[config.mk]
export PLATFORM = sky130hd
export DESIGN_NAME = pipelined_addsub_p
export DESIGN_NICKNAME = d
export VERILOG_FILES = /design/src/rtl/addsub_pkg.sv /design/src/rtl/addsub_slice.sv /design/src/rtl/pipelined_addsub_p.sv
export SDC_FILE = /design/constraint.sdc
export NUM_CORES = 1
export LEC_CHECK = 0
export CAP_MARGIN = 40
export CORE_AREA = 2 2 234 259
export CTS_CLUSTER_SIZE = 10
export DETAILED_ROUTE_END_ITERATION = 8
export DIE_AREA = 0 0 236 261
export GPL_TIMING_DRIVEN = 1
export HOLD_SLACK_MARGIN = 0.02
export PLACE_DENSITY = 0.78
export SLEW_MARGIN = 25
export SYNTH_ARGS = -nofsm -noshare
export SYNTH_HDL_FRONTEND = slang
export SYNTH_HIERARCHICAL = 1
export SYNTH_SLANG_ARGS = --single-unit
export TNS_END_PERCENT = 1
[constraint.sdc]
create_clock -name clk -period 2.2 [get_ports clk]
set_input_delay 0.44 -clock clk [delete_from_list [all_inputs] [get_ports clk]]
set_output_delay 0.44 -clock clk [all_outputs]
set_load 0.01 [all_outputs]
[src/rtl/addsub_pkg.sv]
// addsub_pkg: shared types and helpers
// for the pipelined add/subtract unit.
package addsub_pkg;

  typedef struct packed {
    logic c;
    logic v;
    logic z;
  } flags_t;

  function automatic int slice_w(
    input int width,
    input int stages
  );
    return width / stages;
  endfunction

endpackage

[src/rtl/addsub_slice.sv]
// addsub_slice: one carry slice of the adder
// with its own valid/ready pipeline register.
module addsub_slice
  import addsub_pkg::*;
#(
  parameter int WIDTH  = 64,
  parameter int STAGES = 4,
  parameter int IDX    = 0
) (
  input  logic             clk,
  input  logic             rst_n,
  input  logic             valid_i,
  output logic             ready_o,
  input  logic [WIDTH-1:0] a_i,
  input  logic [WIDTH-1:0] b_i,
  input  logic [WIDTH-1:0] res_i,
  input  logic             c_i,
  output logic             valid_o,
  input  logic             ready_i,
  output logic [WIDTH-1:0] a_o,
  output logic [WIDTH-1:0] b_o,
  output logic [WIDTH-1:0] res_o,
  output logic             c_o
);

  localparam int SW = slice_w(WIDTH, STAGES);
  localparam int LO = IDX * SW;

  logic [SW:0]      add;
  logic [WIDTH-1:0] res_d;

  logic             valid_q;
  logic             c_q;
  logic [WIDTH-1:0] a_q;
  logic [WIDTH-1:0] b_q;
  logic [WIDTH-1:0] res_q;

  always_comb begin
    add = {1'b0, a_i[LO +: SW]}
        + {1'b0, b_i[LO +: SW]}
        + {{SW{1'b0}}, c_i};
    res_d = res_i;
    res_d[LO +: SW] = add[SW-1:0];
  end

  // Advance when empty or when the next stage drains us.
  assign ready_o = ~valid_q | ready_i;

  always_ff @(posedge clk or negedge rst_n) begin
    if (!rst_n) begin
      valid_q <= 1'b0;
      c_q     <= 1'b0;
      a_q     <= '0;
      b_q     <= '0;
      res_q   <= '0;
    end else if (ready_o) begin
      valid_q <= valid_i;
      if (valid_i) begin
        c_q   <= add[SW];
        a_q   <= a_i;
        b_q   <= b_i;
        res_q <= res_d;
      end
    end
  end

  assign valid_o = valid_q;
  assign c_o     = c_q;
  assign a_o     = a_q;
  assign b_o     = b_q;
  assign res_o   = res_q;

endmodule

[src/rtl/pipelined_addsub_p.sv]
// pipelined_addsub_p: STAGES-deep add/subtract
// with carry, overflow and zero flags.
module pipelined_addsub_p
  import addsub_pkg::*;
#(
  parameter int WIDTH  = 64,
  parameter int STAGES = 4
) (
  input  logic             clk,
  input  logic             rst_n,
  input  logic             in_valid,
  output logic             in_ready,
  input  logic [WIDTH-1:0] A,
  input  logic [WIDTH-1:0] B,
  input  logic             C_in,
  input  logic             sub,
  output logic             out_valid,
  input  logic             out_ready,
  output logic [WIDTH-1:0] sum,
  output logic             C_out,
  output logic             ovf,
  output logic             zero
);

  logic             v_s   [STAGES+1];
  logic             r_s   [STAGES+1];
  logic             c_s   [STAGES+1];
  logic [WIDTH-1:0] a_s   [STAGES+1];
  logic [WIDTH-1:0] b_s   [STAGES+1];
  logic [WIDTH-1:0] res_s [STAGES+1];

  flags_t fl;
  logic   unused_ok;

  assign v_s[0]      = in_valid;
  assign in_ready    = r_s[0];
  assign r_s[STAGES] = out_ready;
  assign c_s[0]      = C_in;
  assign a_s[0]      = A;
  assign b_s[0]      = sub ? ~B : B;
  assign res_s[0]    = '0;

  for (genvar k = 0; k < STAGES; k++) begin : g_st
    addsub_slice #(
      .WIDTH (WIDTH),
      .STAGES(STAGES),
      .IDX   (k)
    ) u_slice (
      .clk    (clk),
      .rst_n  (rst_n),
      .valid_i(v_s[k]),
      .ready_o(r_s[k]),
      .a_i    (a_s[k]),
      .b_i    (b_s[k]),
      .res_i  (res_s[k]),
      .c_i    (c_s[k]),
      .valid_o(v_s[k+1]),
      .ready_i(r_s[k+1]),
      .a_o    (a_s[k+1]),
      .b_o    (b_s[k+1]),
      .res_o  (res_s[k+1]),
      .c_o    (c_s[k+1])
    );
  end

  // Only the sign bits of the delayed operands matter at the end.
  assign unused_ok = ^{a_s[STAGES][WIDTH-2:0],
                       b_s[STAGES][WIDTH-2:0]};

  assign fl.c = c_s[STAGES];
  assign fl.v = (a_s[STAGES][WIDTH-1] == b_s[STAGES][WIDTH-1])
             && (res_s[STAGES][WIDTH-1] != a_s[STAGES][WIDTH-1]);
  assign fl.z = v_s[STAGES] & ~|res_s[STAGES];

  assign out_valid = v_s[STAGES];
  assign sum       = res_s[STAGES];
  assign C_out     = fl.c;
  assign ovf       = fl.v;
  assign zero      = fl.z;

endmodule

* After elaboration in Yosys (flattened, before gate mapping)
Index checks and enable logic that the tools add are counted.
** Storage, ports and cells
- Flip-flop bits (word level) :: 680
- Bits in latches :: 0
- Bits in writable memories :: 0
- ROM bits :: 0
- Word-level logic and storage cells :: 48
- Memories kept :: 0
** Cells by class
- Add/subtract/negate cells :: 8
- Multipliers :: 0
- Divide/modulo/power cells :: 0
- $lt $le $gt $ge :: 0
- Eq/ne operators :: 2
- Shift-type cells :: 0
- Multiplexer cells :: 1
- Bitwise operators :: 10
- Reductions and logical operators :: 7
** Operators with widths (count)
- 16-bit by 16-bit adder with 17-bit output :: 4
- 17-bit by 1-bit adder with 17-bit output :: 4
- 64-bit 2-to-1 mux :: 1
- 64-bit inverter :: 1
- 64-bit OR reduction :: 1
- 2-bit AND reduction :: 4
- 1-bit inverter :: 4
- 1-bit OR :: 4
- 1-bit AND :: 1
- 1-bit equality test :: 1
- 1-bit logical AND :: 1
- 1-bit logical NOT :: 1
- 1-bit inequality test :: 1

* Logic depth before layout (Yosys ltp)
- Word-level depth :: 6
- Gate-level depth with buffers :: 11
- Gate-level depth less buffers :: 9

* By module
The synthesis kept the hierarchy.
** By module, submodules not included
- addsub_slice at g_st[3].u_slice :: times used 1, cells an instance 917, area each 8023.9 um^2, seq. area each 4854.7 um^2
- addsub_slice at g_st[2].u_slice :: times used 1, cells an instance 897, area each 8001.4 um^2, seq. area each 4854.7 um^2
- addsub_slice at g_st[0].u_slice :: times used 1, cells an instance 897, area each 7991.4 um^2, seq. area each 4854.7 um^2
- addsub_slice at g_st[1].u_slice :: times used 1, cells an instance 897, area each 7988.9 um^2, seq. area each 4854.7 um^2
- pipelined_addsub_p :: times used 1, cells an instance 99, area each 779.5 um^2, seq. area each 0.0 um^2

* Least setup slack after synthesis
OpenSTA, ideal clock, no wires.
- Path kind :: input port to flip-flop
- From :: input port sub
- To :: register g_st[0].u_slice.res_q[12]
- Library setup time :: 121 ps
- Arrival time :: 2706 ps
- Data required time :: 2079 ps
- Slack :: -626 ps
- Stages :: 10
- Cell sequence :: buf_2 > xor2_1 > fa_1 > fa_1 > a21o_2 > a221oi_4 > o31ai_4 > a31oi_4 > xor2_1 > o21ai_1
** RTL lines
- start: declaration :: line pipelined_addsub_p.sv:16 : input logic sub,
- end signal: assignment :: line addsub_slice.sv:62 : res_q <= res_d;
- end: declaration :: line addsub_slice.sv:36 : logic [WIDTH-1:0] res_q;

* Final worst setup path
- From :: register g_st[1].u_slice.c_q
- To :: register g_st[2].u_slice.res_q[44]
** Between the ends
- Cells in the longest elaborated chain, start to end :: 1
** RTL lines
- start: declaration :: line addsub_slice.sv:33 : logic c_q;
- start signal: assignment :: line addsub_slice.sv:59 : c_q <= add[SW];
- 17-bit by 1-bit adder with 17-bit output :: line addsub_slice.sv:41 : + {{SW{1'b0}}, c_i};
- end signal: assignment :: line addsub_slice.sv:62
- end: declaration :: line addsub_slice.sv:36
Every way passes these cells.
A chain may end at the register's enable or synchronous reset.

==> impl_results.md <==
* Setup TNS at -2630 ps
* CP startpoint kind: register
* CP Capture Type: register
* CP Cell Sequence: fa_2 > fa_2 > a21o_4 > a221oi_4 > buf_6 > buf_4 > o31ai_4 > a31oi_4 > xor2_1 > o21ai_1
* Area growth, synth to finish at 32.1%
* Max-Cap Viols at 0
* Max FO, Critical Path at 4
* Final worst path period need at ~2500 ps
* CTS Buf Count at 44
* HP Start: C_in
* Synth warnings at 6
* RR Endpoint: g_st[2].u_slice/res_o[44]$_DFFE_PN0P_
* First-pass GRT wire length at roughly 75000 um
* Fmax at 402 MHz
* Power share of the clock group at around a quarter
* Antenna violations before repair at 6
* Static leakage at between 10 and 15 nW
* Vias/cell at 4.53
* Total grt overflow at 0
* Instance count of the mapped netlist at about 2000
* Clk root buf: clkbuf_16
* PwrDens at 1140 nW/um2
* RSZ-0062 raised after global routing: true
* Row Count at 94
* Final WS setup at -290 ps
* Global Route Usage Sum at between 10% and 20%
* Largest stage delay, worst path at 420 ps
* Hold_ws at approximately 370 ps
* Core area at around 59000 um2
* DP Worst Slack at -925 ps
* Fin cells at between 3000 and 4000
* Max Slew Vio Count at 0
* Peak VDD IR at ~570 uV
* Synth Cell Area at between 15000 and 20000 um2
* # nets final at 2498
* DR iter-0 viols at approximately 880
* Crit-path most repeated cell: fa_2
* Top Ports at around 200
* FF/Latch Area at 9060 um2
* Remaining DRCs at 0
* Cells on Worst Hold Path at 4
* CP arrival at between 2000 and 3000 ps
* Slowest cell on the critical path: fa_2
* Placed cell count at around 3000
* CTS sink cnt at 362
* Seq pwr share at 38.0%
* H-tree levels at 2
* Reg clk slew, reported paths at approximately 60 ps
* DRT Pass-1 Iters at 5
* Port buffer count at just over 200
* Average wire per standard cell at ~15 um
* Filler cell count at 5819
* Hold/Removal Path Class: input pin to register
* Worst slew pin tran at 627 ps
* Comb pwr share at ~37%
* Layout Skew at approximately 20 ps
* Routed Antenna Nets at 0
* Relative slew slack at roughly three fifths
* Final hold violations at 0
* Drt total wl at 46900 um
* WL met2 at roughly 22000 um
* Internal at ~0.017 W
* Status: finished with violations
* Worst hold endpoint: g_st[0].u_slice/res_o[0]$_DFFE_PN0P_
* Mapped Nets at approximately 2200
* Share of layout cells above drive strength 1 at around 14%
* Setup CP Type: register to register
* Setup violators final at 19
* Fin crit share at 113%
* Largest net degree at the start of global routing at between 90 and 100
* Starting Density at between 20 and 30%
* Clk buf depth at 3
* CTS tree: yes
* Post-DP HPWL at roughly 35000 um
* Die area at between 60000 and 70000 um2
* Die Wd at around 240 um
* Reg2Reg Depth at 10
* Multi-input logic area at ~8100 um2
* Failing checks: setup timing
* Commonest non-fill, non-tap cell in the layout: nand2_1
* Vias in the first global route at about 14000
* Switching Share at approximately a third
* Top Metal Used: met5
* Most frequent cells in the layout: 984 x nand2_1, 361 x dfrtp_1, 194 x clkdlybuf4s50_1, 168 x buf_4, 87 x xor2_1
* Vias after detailed routing at ~14000
* Worst reg-to-reg setup slack at -290 ps
* Met1 wire length at roughly 21000 um
* Worst r2r src: g_st[1].u_slice/c_o$_DFFE_PN0P_
* Worst path required time at roughly 2600 ps
* Switching pwr at 0.00895 W
* Die Ht at 261 um
* Worst-Skew Late Latency at about 560 ps
* Post-Route Utilization at 39.0%
* Routed wire length on met3 at roughly 2200 um
* Synth Area per Inst at ~9 um2
* Gp weighted congestion at between 0.8 and 0.9
[per-stage QoR]
| stage | power [W] | area (um2) |
|---|---|---|
| detailed placement | 0.0194 | 21500 |
| finish | 0.0262 | 23100 |
| CTS | 0.0264 | 22900 |
| global route | 0.0280 | 23100 |
| global placement | 0.0192 | 21500 |
| floorplan | 0.0146 | 17500 |
[repair_timing]
action                                  CTS  global route
endpoints found under the hold margin    34             0
gates resized for setup                  48            22
gates cloned                              0             0
pin swaps                                28            17
endpoints found under the setup margin   38            40
setup buffers                             1             3
hold buffers                              1             0
[power by group through the flow]
stage | logic [W] | clock network [W] | registers (W)
after floorplan | 0.00463 | 0 | 0.0100
after global placement | 0.00925 | 0 | 0.00991
after detailed placement | 0.00941 | 0 | 0.0100
after CTS | 0.00964 | 0.00682 | 0.00996
after global routing | 0.0107 | 0.00710 | 0.0102
final | 0.00964 | 0.00663 | 0.00997
[critical path: cells and delay by family (launching register included)]
family | cells | cell delay [ps]
AOI/OAI and AO/OA | 5 | 760
adders and majority gates | 2 | 790
DFF | 1 | 400
buffers and inverters | 2 | 260
xor gates and xnor gates | 1 | 160
[worst max path at each step]
stage,startpoint,to,slack [ps],cells past startpoint
after detailed placement,B[0],g_st[0].u_slice/res_o[14]$_DFFE_PN0P_,-920,10
after floorplan,sub,g_st[0].u_slice/res_o[14]$_DFFE_PN0P_,-400,10
after global routing,g_st[3].u_slice/res_o[32]$_DFFE_PN0P_,zero,-390,5
after CTS,g_st[3].u_slice/res_o[23]$_DFFE_PN0P_,zero,-360,5
after global placement,B[0],g_st[0].u_slice/res_o[12]$_DFFE_PN0P_,-880,10
final,g_st[1].u_slice/c_o$_DFFE_PN0P_,g_st[2].u_slice/res_o[44]$_DFFE_PN0P_,-290,10
[sequential cells by signal (all words and copies together), names as in the netlist]
name,cells
g_st.u_slice/res_o,160
g_st.u_slice/a_o,97
g_st.u_slice/b_o,97
g_st.u_slice/c_o,4
g_st.u_slice/valid_o,4
[area by class of cell]
| type | count | area share (%) |
|---|---|---|
| Antenna cell | 1 | 0.0109 |
| Tap cell | 768 | 4.17 |
| Clock buffer | 53 | 5.24 |
| Clock inverter | 6 | 0.298 |
| Timing Repair Buffer | 390 | 16.0 |
| Inverter | 4 | 0.0651 |
| Sequential cell | 362 | 39.3 |
| Multi-Input combinational cell | 1494 | 35.0 |
[per-layer routing]
layer / GRT usage (%) / vias up
li1: - / 6989
met1: 20.2 / 6597
met2: 25.7 / 267
met3: 3.12 / 71
met4: 4.30 / 10
met5: 0 / -
Power figures use the tool's default switching activity.
